--- config.mk ---
export PLATFORM = sky130hd
export DESIGN_NAME = mem_ctrl
export DESIGN_NICKNAME = d
export VERILOG_FILES = /design/src/rtl/mem_ctrl_pkg.sv /design/src/rtl/mem_ctrl_stats.sv /design/src/rtl/mem_ctrl.sv
export SDC_FILE = /design/constraint.sdc
export NUM_CORES = 1
export LEC_CHECK = 0
export CORE_UTILIZATION = 25
export DETAILED_ROUTE_END_ITERATION = 7
export HOLD_SLACK_MARGIN = 0.02
export SKIP_LAST_GASP = 1
export SYNTH_ARGS = -nofsm -noshare
export SYNTH_HDL_FRONTEND = slang
export SYNTH_SLANG_ARGS = --single-unit
--- constraint.sdc ---
create_clock -name clk -period 2.5 [get_ports clk]
set_input_delay 0.5 -clock clk [delete_from_list [all_inputs] [get_ports clk]]
set_output_delay 0.5 -clock clk [all_outputs]
set_load 0.03 [all_outputs]
--- src/rtl/mem_ctrl_pkg.sv ---
// mem_ctrl_pkg: shared FSM encoding and statistics counter width for mem_ctrl
package mem_ctrl_pkg;
  typedef enum logic [2:0] {IDLE, WRITE, RD_ISSUE, RD_CAPT, RESP, CLEAR} mem_ctrl_state_t;
  localparam int STATS_W = 32;
endpackage

--- src/rtl/mem_ctrl_stats.sv ---
// mem_ctrl_stats: saturating read/write handshake counters
module mem_ctrl_stats import mem_ctrl_pkg::*; (
  input  logic               clk,
  input  logic               reset_n,
  input  logic               rd_inc,
  input  logic               wr_inc,
  output logic [STATS_W-1:0] rd_count,
  output logic [STATS_W-1:0] wr_count
);
  always_ff @(posedge clk) begin
    if (!reset_n) begin
      rd_count <= '0;
      wr_count <= '0;
    end else begin
      if (rd_inc && !(&rd_count)) rd_count <= rd_count + 1'b1;
      if (wr_inc && !(&wr_count)) wr_count <= wr_count + 1'b1;
    end
  end
endmodule

--- src/rtl/mem_ctrl.sv ---
// mem_ctrl: request-side controller for a single-port sync RAM with bulk zero-fill.
// Optional rd_count/wr_count statistics ports when MEM_CTRL_STATS_EN is defined.
module mem_ctrl import mem_ctrl_pkg::*; #(
  parameter int DATA_WIDTH = 8,
  parameter int ADDR_WIDTH = 16,
  parameter int RAM_DEPTH  = 1 << ADDR_WIDTH
) (
  input  logic                  clk,
  input  logic                  reset_n,
  input  logic                  req_valid,
  output logic                  req_ready,
  input  logic                  req_write,
  input  logic [ADDR_WIDTH-1:0] req_address,
  input  logic [DATA_WIDTH-1:0] req_data,
  input  logic                  clear_start,
  output logic                  clear_busy,
  output logic                  rsp_valid,
  input  logic                  rsp_ready,
  output logic [DATA_WIDTH-1:0] rsp_data,
  output logic [ADDR_WIDTH-1:0] mem_address,
  output logic [DATA_WIDTH-1:0] mem_data_input,
  output logic                  mem_write_enable,
  output logic                  mem_reset,
  input  logic [DATA_WIDTH-1:0] mem_data_output
`ifdef MEM_CTRL_STATS_EN
  ,
  output logic [STATS_W-1:0]    rd_count,
  output logic [STATS_W-1:0]    wr_count
`endif
);
  localparam logic [ADDR_WIDTH:0] LAST = (ADDR_WIDTH+1)'(RAM_DEPTH);
  mem_ctrl_state_t state, state_d;
  logic [ADDR_WIDTH:0] cnt, cnt_d;
  logic [ADDR_WIDTH-1:0] addr_d;
  logic [DATA_WIDTH-1:0] din_d, rdata_d;
  logic we_d;
  assign mem_reset  = !reset_n;
  assign req_ready  = reset_n && (state == IDLE) && !clear_start;
  assign clear_busy = (state == CLEAR);
  assign rsp_valid  = (state == RESP);
  always_comb begin
    state_d = state;
    addr_d  = mem_address;
    din_d   = mem_data_input;
    we_d    = 1'b0;
    cnt_d   = cnt;
    rdata_d = rsp_data;
    case (state)
      IDLE: begin
        if (clear_start) begin
          state_d = CLEAR;
          addr_d  = '0;
          din_d   = '0;
          we_d    = 1'b1;
          cnt_d   = 1;
        end else if (req_valid) begin
          state_d = req_write ? WRITE : RD_ISSUE;
          addr_d  = req_address;
          din_d   = req_data;
          we_d    = req_write;
        end
      end
      WRITE:    state_d = IDLE;
      RD_ISSUE: state_d = RD_CAPT;
      RD_CAPT: begin
        state_d = RESP;
        rdata_d = mem_data_output;
      end
      RESP:     state_d = rsp_ready ? IDLE : RESP;
      CLEAR: begin
        // cnt is one wider than the address so the final word is written before exit
        if (cnt == LAST) state_d = IDLE;
        else begin
          addr_d = cnt[ADDR_WIDTH-1:0];
          we_d   = 1'b1;
          cnt_d  = cnt + 1'b1;
        end
      end
      default:  state_d = IDLE;
    endcase
  end
  always_ff @(posedge clk) begin
    if (!reset_n) begin
      state            <= IDLE;
      mem_address      <= '0;
      mem_data_input   <= '0;
      mem_write_enable <= 1'b0;
      rsp_data         <= '0;
      cnt              <= '0;
    end else begin
      state            <= state_d;
      mem_address      <= addr_d;
      mem_data_input   <= din_d;
      mem_write_enable <= we_d;
      rsp_data         <= rdata_d;
      cnt              <= cnt_d;
    end
  end
`ifdef MEM_CTRL_STATS_EN
  mem_ctrl_stats u_stats (
    .clk      (clk),
    .reset_n  (reset_n),
    .rd_inc   (req_valid && req_ready && !req_write),
    .wr_inc   (req_valid && req_ready && req_write),
    .rd_count (rd_count),
    .wr_count (wr_count)
  );
`endif
endmodule
* Word level (Yosys, flattened, before mapping)
Index checks and enable logic that the tools add are counted.
Storage, ports and cells: bits in registers 53, bits in latches 0, RAM bits 0, ROM bits 0, input bits 38, output and inout port bits 37, word-level logic and storage cells 46, memories kept 0
Cells by class: add/subtract/negate cells 1, multiply operators 0, divide/modulo/power cells 0, order comparisons 0, eq/ne operators 9, shifts and indexed selects 0, multiplexer cells 19, bitwise operators 0, reduce and logical (&&, ||, !) cells 11
Operators with widths (number):
- $mux 16 | 3
- $mux 17 | 2
- $pmux 17 s2 | 1
- $pmux 16 s2 | 1
- $add 17x1->17 const B | 1
- $eq 17x17->1 const B | 1
- $mux 8 | 2
- $pmux 3 s5 | 1
- $mux 3 | 4
- $eq 3x2->1 const B | 2
- $eq 3x3->1 const B | 2
- $reduce_and 3->1 | 2
- $ne 2x2->1 const B | 2
- $reduce_and 2->1 | 2
- $reduce_bool 2->1 | 2
- $logic_not 3->1 | 1
- $mux 1 | 3
- $ne 3x3->1 const B | 1
- $logic_and 1x1->1 | 2
- $logic_not 1->1 | 2
- $mux 2 | 1
- $ne 2x1->1 const B | 1
- $pmux 1 s2 | 1

* Logic depth before layout (Yosys ltp)
Gate-level depths: netlist of the first run.
word-level depth 4, gate-level depth with buffers 8, mapped depth without buffers 6

* Worst setup path before layout of the first run
Ideal clock, no wire load.
kind input to output, start point input reset_n, end point output req_ready, arrival 1.474 ns, required time 2.000 ns, setup slack 0.526 ns, stages 3, path buffers 1, cell sequence inv_1 > clkbuf_1 > nor3_1
Between the ends: longest elaborated chain between the ends 2
RTL lines:
- start: declaration | line mem_ctrl.sv:9 | input logic reset_n,
- $logic_and 1x1->1 (2 in a row) | line mem_ctrl.sv:38 | assign req_ready = reset_n && (state == IDLE) && !clear_start;
- end: declaration | line mem_ctrl.sv:11 | output logic req_ready,
No other way between the ends.

* Worst setup path after layout of the first run
start point register state[2], end point output rsp_valid
Between the ends: longest elaborated chain between the ends 1
RTL lines:
- start: declaration | line mem_ctrl.sv:32 | mem_ctrl_state_t state, state_d;
- start signal: assignment | line mem_ctrl.sv:91 | state <= state_d;
- $eq 3x3->1 | line mem_ctrl.sv:40 | assign rsp_valid = (state == RESP);
- end: declaration | line mem_ctrl.sv:17 | output logic rsp_valid,
No other way between the ends.

==> flow_metrics.py, run 1 <==
metrics = {
    "sta": {
        "setup_violations": 0,
        "maxSlewHeadroom": 0.638,
        "tightestPinTransition_ps": 541,
        "finalCriticalPeriod_ps": 2220,
        "fmax_ghz": 0.450,
        "rsz0062_at_grt": "no",
        "whs_ps": 510,
        "drv_slew": 0,
        "fin_crit_sh": 0.889,
        "tns_ps": 0,
        "hold_viol_final": 0,
        "setup_slack_ps": 277,
        "fin_skew_ps": 6.74,
    },
    "worst_setup_path": {
        "cp_top_family": "buffers and inverters",
        "reg2reg_to": "cnt[2]$_SDFFE_PN0P_",
        "reg2regPathDepth": 6,
        "crit_fanout": 8,
        "crit_path_max_incr_delay_ps": 710,
        "rr_startpoint": "cnt[0]$_SDFFE_PN0P_",
        "r2r_setup_slack_ps": 470,
        "endpoint_kind": "output pin",
        "path_buf_inv": 1,
        "crit_chain": "nor3b_1 > clkdlybuf4s50_1",
        "critPathSlowestCell": "clkdlybuf4s50_1",
        "cp.arrival_ps": 1720,
        "start_kind": "flop",
        "worst_ep_required_time_ps": 2000,
        "path_class": "flop to output pin",
    },
    "floorplanning": {
        "die-area_um2": 10700,
        "placementRows": 36,
        "io_pins": 75,
        "start_util": 0.261,
        "fp.dieW_um": 104,
        "core_region_area_um2": 9860,
        "die_y_um": 104,
    },
    "power_and_ir_drop": {
        "finalPower_mw": 1.99,
        "p_leak_nw": 1.33,
        "power.density_nw_per_um2": 567,
        "vdd.ir_drop.worst_v": 0.000261,
    },
    "drt": {
        "drc": 0,
        "via_count": 2305,
        "wire_per_inst_um": 14.3,
        "ant_nets": 0,
        "viasPerCell": 4.91,
        "dr.pass1.iters": 4,
        "drt_iter0_markers": 47,
        "routed_wl_mm": 6.72,
    },
    "synthesis": {
        "synth.avg_cell_area_um2": 9.65,
        "syn_nets": 307,
        "synth_edf_count": 0,
        "synthXorXnorAreaFrac": 0.0136,
        "muxShareOfSynthArea": 0.0427,
        "synth_fa_ha_area_frac": 0.00971,
        "yosys_register_bits": 53,
        "yosysWarningCount": 0,
        "synth_ff_type": "dfxtp_1",
        "synth-seq-area-share": 0.412,
        "synth.distinct_cells": 51,
        "synth_compound_area_frac": 0.248,
        "syn_area_um2": 2580,
        "synth_top_family_by_area": "compound AO/OA/AOI/OAI gates",
        "yosys.area_share.simple": 0.217,
        "synthArstFlopShare": 0,
        "postSynthCellCount": 267,
    },
    "placement": {
        "portBuffers": 74,
        "dpl_worst_slack_ps": 365,
        "place_area_um2": 3420,
        "dp_hpwl_mm": 4.92,
        "placedCellCount": 462,
        "place.gp.congestion": 0.779,
    },
    "cts": {
        "hold_buffers": 0,
        "htree_levels": 2,
        "clock_path_buffers": 2,
        "path_clk_slew_ps": 90,
        "cts_root_buf": "clkbuf_8",
        "cts_tree": "built",
        "cts_sinks": 53,
        "clk-insertion-delay-late_ps": 300,
        "cts_buffers": 5,
    },
    "global_routing": {
        "grt_start_max_net_pins": 23,
        "grt_usage": 0.125,
        "grt_overflow": 0,
        "grt_pass1_vias": 2276,
        "grt_pass1_wl_mm": 10.9,
        "grt_antenna_before_repair": 0,
    },
    "finish": {
        "final_nets": 376,
        "fin_cells": 469,
        "postLayoutCoreUtil": 0.355,
        "antenna_cells": 0,
        "syn_to_final_growth_pct": 36.0,
        "drive_above_1_share": 0.0744,
        "design_area_um2": 3500,
    },
    "outcome": {
        "status": "complete, no violations",
    },
    "job": {
        "cap_violations": 0,
    },
    "worst_hold_path": {
        "hold_depth": 2,
        "whs_endpoint": "rsp_data[7]$_SDFFE_PN0P_",
        "min_path_type": "flop to flop",
        "hp-start": "rsp_data[7]$_SDFFE_PN0P_",
    },
}
## cells in the mapped netlist, types with 3 or more instances
| cell | n | area share |
|---|---|---|
| a21oi_1 | 5 | 0.0097 |
| a22o_1 | 5 | 0.017 |
| a22oi_1 | 8 | 0.023 |
| a31oi_1 | 7 | 0.017 |
| and4_1 | 5 | 0.017 |
| buf_2 | 6 | 0.012 |
| buf_6 | 3 | 0.013 |
| clkbuf_1 | 7 | 0.010 |
| dfxtp_1 | 53 | 0.41 |
| inv_1 | 5 | 0.0073 |
| mux2i_1 | 11 | 0.043 |
| nand2_1 | 8 | 0.012 |
| nand3_1 | 4 | 0.0078 |
| nand4_1 | 9 | 0.022 |
| nor2_1 | 24 | 0.035 |
| nor2b_1 | 17 | 0.041 |
| nor3_1 | 4 | 0.0078 |
| nor4_1 | 5 | 0.012 |
| nor4b_2 | 3 | 0.017 |
| o21a_1 | 20 | 0.058 |
| o221a_1 | 16 | 0.070 |
| or3_1 | 4 | 0.0097 |
| xnor2_1 | 3 | 0.010 |
## cell usage in the layout, fill, tap and decap left out, types with 2 or more instances in the layout
cell type / n
and4_1: 5
clkbuf_8: 6
clkdlybuf4s50_1: 71
or3_1: 4
a22o_1: 5
dfxtp_1: 53
a22oi_1: 8
inv_1: 5
and2_1: 2
o211a_1: 2
nor3_1: 4
a21oi_1: 5
nor2b_1: 17
nor2_1: 24
nor4b_2: 3
o221a_1: 16
ha_1: 2
xnor2_1: 3
nand4_1: 9
a221o_1: 2
o31ai_1: 2
a31oi_1: 7
nor4_1: 5
nand2_1: 8
o21ai_0: 2
o21a_1: 20
buf_4: 10
mux2i_1: 11
nand3_1: 4
## worst register-to-register path, cell delays in order, from the launching register on
cell	delay (ps)
dfxtp_1	470
inv_1	80
ha_1	210
nor4b_2	160
and4_1	280
o21a_1	350
a221o_1	380
## registers in the layout (all words and copies together) (netlist names)
signal	flops
cnt	17
mem_address	16
mem_data_input	8
mem_write_enable	1
rsp_data	8
state	3
## how the worst max path moves through the flow
stage	start	end	slack, ps	cells after the start
3_3_place_gp	reset_n	mem_reset	360	4
4_1_cts	state[1]$_SDFFE_PN0P_	clear_busy	30	3
5_1_grt	state[2]$_SDFFE_PN0P_	rsp_valid	190	2
6_report	state[2]$_SDFFE_PN0P_	rsp_valid	280	2
2_1_floorplan	reset_n	req_ready	530	3
3_5_place_dp	reset_n	mem_reset	370	4
## layout make-up
type / instances / area [um2]
fillers: 1013 / 6360
repair buffers: 82 / 798
well taps: 133 / 166
multi-input cells: 188 / 1370
inverters: 6 / 22.5
flip-flops and latches: 53 / 1060
clock buffers: 7 / 86.3
## cell families after synthesis
| logic type | after synthesis |
|---|---|
| AND/OR/NAND/NOR | 94 |
| XOR/XNOR | 4 |
| multiplexers | 11 |
| flip-flops | 53 |
| adder cells (fa/ha/maj) | 2 |
| buffers and inverters | 26 |
| AO/OA/AOI/OAI | 77 |
## layer usage
metal,track usage,up-vias,wire length (um)
li1,-,1139,-
met1,0.148,1089,2970
met2,0.215,67,3300
met3,0.0315,10,335
met4,0.0466,0,122
met5,0,-,0
## what timing repair did
action | 4_1_cts | 5_1_grt
buffers inserted | 0 | 0
gates resized for setup | 0 | 1
setup endpoints to repair | 0 | 1
## power by group
| part | total, mW | leakage (nW) | internal [mW] | switching (mW) |
|---|---|---|---|---|
| Combinational | 0.546 | 0.853 | 0.262 | 0.284 |
| Clock | 0.483 | 0.0443 | 0.220 | 0.263 |
| Sequential | 0.959 | 0.432 | 0.907 | 0.0519 |
| Total | 1.99 | 1.33 | 1.39 | 0.599 |
No activity file was read; power rests on OpenSTA's default activity.
==> run 2, diff against run 1 <==
--- a/config.mk
+++ b/config.mk
@@ -5,6 +5,7 @@
 export SDC_FILE = /design/constraint.sdc
 export NUM_CORES = 1
 export LEC_CHECK = 0
+export CORE_ASPECT_RATIO = 0.75
 export CORE_UTILIZATION = 25
 export DETAILED_ROUTE_END_ITERATION = 7
 export HOLD_SLACK_MARGIN = 0.02
==> flow_metrics.py, run 2 (synthesis gave the netlist of run 1 again) <==
metrics = {
    "outcome": {
        "status": "complete, no violations",
    },
    "power_and_ir_drop": {
        "vdd.ir_drop.worst_v": 0.000271,
        "p_int_mw": 1.67,
        "power_frac_clock": 0.346,
        "netSwitchingFraction": 0.278,
        "p_seq_frac": 0.413,
        "power_switching_mw": 0.645,
        "pwr-share-comb": 0.241,
        "p_leak_nw": 1.38,
        "power.density_nw_per_um2": 642,
    },
    "job": {
        "cap_violations": 0,
    },
    "placement": {
        "dp_hpwl_mm": 5.16,
        "place.gp.congestion": 0.824,
        "dpl_worst_slack_ps": 282,
        "portBuffers": 74,
    },
    "floorplanning": {
        "die_y_um": 89.9,
        "placementRows": 31,
        "io_pins": 75,
        "die-area_um2": 10700,
        "fp.dieW_um": 119,
        "core_region_area_um2": 9850,
        "start_util": 0.262,
    },
    "finish": {
        "reg_top3": "cnt (17), mem_address (16)",
        "largest-register": "cnt",
        "syn_to_final_growth_pct": 40.1,
        "mostFrequentLayoutCells": "clkdlybuf4s50_1 (71), dfxtp_1 (53), nor2_1 (24), o21a_1 (20), nor2b_1 (17)",
        "postLayoutCoreUtil": 0.367,
        "drive_above_1_share": 0.0853,
        "final_common_cell": "clkdlybuf4s50_1",
        "largest_reg_flops": 17,
        "final_nets": 379,
        "antenna_cells": 0,
    },
    "sta": {
        "tightestPinTransition_ps": 562,
        "drv_slew": 0,
        "setup_violations": 0,
        "tns_ps": 0,
        "hold_viol_final": 0,
        "fin_crit_sh": 0.885,
        "finalCriticalPeriod_ps": 2210,
        "fin_skew_ps": 5.87,
        "whs_ps": 499,
        "setup_slack_ps": 287,
        "maxSlewHeadroom": 0.624,
        "rsz0062_at_grt": "no",
        "fmax_ghz": 0.452,
    },
    "cts": {
        "cts_tree": "built",
        "cts_root_buf": "clkbuf_16",
        "clk-insertion-delay-late_ps": 290,
        "hold_buffers": 0,
        "path_clk_slew_ps": 70,
        "cts_sinks": 53,
        "clock_path_buffers": 2,
        "htree_levels": 2,
        "cts_buffers": 5,
    },
    "global_routing": {
        "grt_pass1_wl_mm": 11.2,
        "grt_antenna_before_repair": 0,
        "grt_usage": 0.130,
        "grt_overflow": 0,
        "grt_pass1_vias": 2073,
        "grt_start_max_net_pins": 21,
    },
    "worst_hold_path": {
        "whs_endpoint": "rsp_data[2]$_SDFFE_PN0P_",
        "hp-start": "rsp_data[2]$_SDFFE_PN0P_",
        "min_path_type": "flop to flop",
        "hold_depth": 2,
    },
    "worst_setup_path": {
        "reg2reg_to": "mem_address[6]$_SDFFE_PN0P_",
        "reg2regPathDepth": 4,
        "r2r_setup_slack_ps": 430,
        "crit_fanout": 8,
        "path_class": "flop to output pin",
        "worst_ep_required_time_ps": 2000,
        "start_kind": "flop",
        "crit_start": "state[2]$_SDFFE_PN0P_",
        "endpoint_kind": "output pin",
        "cp.arrival_ps": 1710,
        "rr_startpoint": "cnt[9]$_SDFFE_PN0P_",
    },
    "drt": {
        "drt_iter0_markers": 180,
        "ant_nets": 0,
        "dr.pass1.iters": 4,
        "drc": 0,
        "routed_wl_mm": 6.97,
        "viasPerCell": 4.75,
        "via_count": 2242,
        "wire_per_inst_um": 14.8,
    },
}
## run 2: changes by cell type in the layout (fill, tap and decap cells not counted)
cell	change
clkbuf_16	+5
clkbuf_8	-5
buf_4	+3
bufinv_16	+1
## run 2: critical path, cell delays in order, from the launching register on
cell and delay, ps:
dfxtp_1 500, nor3b_1 220, clkdlybuf4s50_1 710
## run 2: worst max path at each step
stage          cells past startpoint              endpoint
4_1_cts                            3            clear_busy
5_1_grt                            2             rsp_valid
3_5_place_dp                       7  cnt[15]$_SDFFE_PN0P_
3_3_place_gp                       7  cnt[15]$_SDFFE_PN0P_
2_1_floorplan                      3             req_ready
6_report                           2             rsp_valid
## run 2: power groups by stage
stage	combinational [mW]	clock (mW)	sequential, mW
2_1_floorplan	0.229	0	1.06
3_3_place_gp	0.556	0	0.973
3_5_place_dp	0.561	0	0.973
4_1_cts	0.563	0.818	0.957
5_1_grt	0.598	0.845	0.966
6_report	0.559	0.801	0.957
## run 2: cell type report
cell class / count / area (um2)
inverter: 6 / 22.5
tap: 132 / 165
timing repair buffer: 85 / 821
clock buffer: 7 / 143
clock inverter: 1 / 30.0
sequential: 53 / 1060
fill: 983 / 6240
multi-input combinational: 188 / 1370
## run 2: stage by stage
| step | cell area (um2) | power [mW] | instances |
|---|---|---|---|
| after CTS | 3610 | 2.34 | 472 |
| after global routing | 3610 | 2.41 | 472 |
| final | 3610 | 2.32 | 472 |
| after detailed placement | 3440 | 1.53 | 464 |
| after floorplan | 2580 | 1.29 | 267 |
| after global placement | 3440 | 1.53 | 464 |
## run 2: repair_timing
item	4_1_cts	5_1_grt
resized for setup	0	1
endpoints found under the setup margin	0	1
setup buffers	0	0
## run 2: per-layer routing
metal / GRT usage / part of all wire
met5: 0 / 0
met4: 0.0222 / 0.0050
met2: 0.179 / 0.40
met3: 0.0305 / 0.063
met1: 0.201 / 0.53
==> run 3, diff against run 2 <==
--- a/config.mk
+++ b/config.mk
@@ -9,6 +9,7 @@
 export CORE_UTILIZATION = 25
 export DETAILED_ROUTE_END_ITERATION = 7
 export HOLD_SLACK_MARGIN = 0.02
+export REMOVE_ABC_BUFFERS = 1
 export SKIP_LAST_GASP = 1
 export SYNTH_ARGS = -nofsm -noshare
 export SYNTH_HDL_FRONTEND = slang
==> flow_metrics.py, run 3 (synthesis gave the netlist of run 1 again) <==
metrics = {
    "finish": {
        "antenna_cells": 0,
        "final_nets": 378,
        "largest_reg_flops": 17,
        "num-fill-cells": 1020,
        "mostFrequentLayoutCells": "clkdlybuf4s50_1 (72), dfxtp_1 (53), nor2_1 (24), o21a_1 (20), nor2b_1 (17)",
        "fin_cells": 469,
        "drive_above_1_share": 0.0801,
        "final_common_cell": "clkdlybuf4s50_1",
        "largest-register": "cnt",
        "reg_top3": "cnt (17), mem_address (16)",
        "syn_to_final_growth_pct": 38.1,
    },
    "cts": {
        "clock_path_buffers": 2,
        "cts_root_buf": "clkbuf_16",
        "hold_buffers": 0,
        "cts_buffers": 5,
        "cts_tree": "built",
        "path_clk_slew_ps": 60,
        "htree_levels": 2,
        "cts.repair.resized": 0,
        "cts_sinks": 53,
        "cts_setup_buffers": 0,
        "clk-insertion-delay-late_ps": 290,
    },
    "drt": {
        "viasPerCell": 4.84,
        "via_count": 2271,
        "wire_per_inst_um": 15.5,
        "drt_iter0_markers": 113,
        "drc": 0,
        "routed_wl_mm": 7.29,
        "ant_nets": 0,
        "dr.pass1.iters": 4,
    },
    "sta": {
        "hold_viol_final": 0,
        "fin_skew_ps": 9.15,
        "finalCriticalPeriod_ps": 2420,
        "rsz0062_at_grt": "no",
        "fin_crit_sh": 0.967,
        "tightestPinTransition_ps": 626,
        "drv_slew": 0,
        "maxSlewHeadroom": 0.582,
        "tns_ps": 0,
        "fmax_ghz": 0.414,
        "setup_violations": 0,
        "setup_slack_ps": 82.6,
    },
    "outcome": {
        "status": "complete, no violations",
    },
    "worst_setup_path": {
        "reg2reg_to": "cnt[2]$_SDFFE_PN0P_",
        "path_class": "flop to output pin",
        "r2r_setup_slack_ps": 480,
        "reg2regPathDepth": 6,
        "endpoint_kind": "output pin",
        "start_kind": "flop",
        "rr_startpoint": "cnt[0]$_SDFFE_PN0P_",
        "crit_fanout": 8,
        "worst_ep_required_time_ps": 2000,
        "cp.arrival_ps": 1920,
    },
    "floorplanning": {
        "fp.dieW_um": 119,
        "core_region_area_um2": 9850,
        "io_pins": 75,
        "start_util": 0.262,
        "placementRows": 31,
        "die_y_um": 89.9,
        "die-area_um2": 10700,
    },
    "worst_hold_path": {
        "min_path_type": "flop to flop",
        "whs_endpoint": "rsp_data[0]$_SDFFE_PN0P_",
        "hold_depth": 2,
        "hp-start": "rsp_data[0]$_SDFFE_PN0P_",
    },
    "placement": {
        "place.gp.congestion": 0.830,
        "dp_hpwl_mm": 5.23,
        "portBuffers": 74,
        "placedCellCount": 463,
        "dpl_worst_slack_ps": 307,
    },
    "global_routing": {
        "grt_usage": 0.139,
        "grt_overflow": 0,
        "grt_start_max_net_pins": 21,
        "grt_antenna_before_repair": 0,
        "grt_pass1_vias": 2149,
        "grt_pass1_wl_mm": 11.7,
    },
    "power_and_ir_drop": {
        "power.density_nw_per_um2": 611,
        "p_seq_frac": 0.442,
        "vdd.ir_drop.worst_v": 0.000290,
        "p_leak_nw": 1.34,
        "pwr-share-comb": 0.255,
        "p_int_mw": 1.53,
        "power_switching_mw": 0.646,
        "netSwitchingFraction": 0.297,
        "power_frac_clock": 0.303,
    },
    "job": {
        "cap_violations": 0,
    },
}
run 3: cell types whose count changed in the layout (fill, tap and decap cells not counted), sizes merged:
| cell | change |
|---|---|
| clkdlybuf4s50 | +1 |
| dlymetal6s2s | -1 |
| clkinv | +1 |
| buf | -1 |
| bufinv | -1 |
| clkbuf | -2 |
run 3: power by group through the flow:
stage / combinational [mW] / clock, mW / sequential [mW]
after floorplan: 0.199 / 0 / 1.07
after global placement: 0.552 / 0 / 0.976
after detailed placement: 0.558 / 0 / 0.976
after CTS: 0.560 / 0.675 / 0.959
after global routing: 0.595 / 0.713 / 0.968
final: 0.555 / 0.658 / 0.960
run 3: how the worst max path moves through the flow:
| stage | slack, ps | cells past startpoint | endpoint | from |
|---|---|---|---|---|
| 6_report | 80 | 3 | clear_busy | state[2]$_SDFFE_PN0P_ |
| 5_1_grt | 10 | 3 | clear_busy | state[2]$_SDFFE_PN0P_ |
| 4_1_cts | 70 | 3 | clear_busy | state[2]$_SDFFE_PN0P_ |
| 3_5_place_dp | 310 | 5 | cnt[13]$_SDFFE_PN0P_ | clear_start |
| 3_3_place_gp | 360 | 5 | cnt[2]$_SDFFE_PN0P_ | clear_start |
| 2_1_floorplan | 390 | 2 | req_ready | reset_n |
run 3: critical path, cell delays in order (launching register included):
cell	delay (ps)
dfxtp_1	500
nand3b_2	230
inv_2	210
clkdlybuf4s50_1	700
run 3: per-layer routing:
metal	track usage	vias up	share of wire
met1	0.209	1055	0.52
met2	0.195	63	0.42
met4	0.0380	0	0.0093
met3	0.0317	5	0.051
li1	-	1148	-
met5	0	-	0
run 3: final cells by class:
type | instances | area [um2] | area share
tap | 132 | 165 | 0.0464
inverter | 6 | 22.5 | 0.00633
clock buffer | 5 | 125 | 0.0351
multi-input combinational | 188 | 1370 | 0.385
clock inverter | 1 | 5.00 | 0.00141
sequential | 53 | 1060 | 0.298
timing repair buffer | 84 | 811 | 0.228
run 3: metrics by stage:
| step | hold WS [ps] | utilization | area, um2 | power (mW) |
|---|---|---|---|---|
| 2_1_floorplan | 471 | - | 2450 | 1.27 |
| 3_3_place_gp | 476 | 0.348 | 3430 | 1.53 |
| 3_5_place_dp | 484 | 0.348 | 3430 | 1.53 |
| 4_1_cts | 499 | 0.361 | 3560 | 2.19 |
| 5_1_grt | 529 | 0.361 | 3560 | 2.28 |
| 6_report | 492 | 0.361 | 3560 | 2.17 |
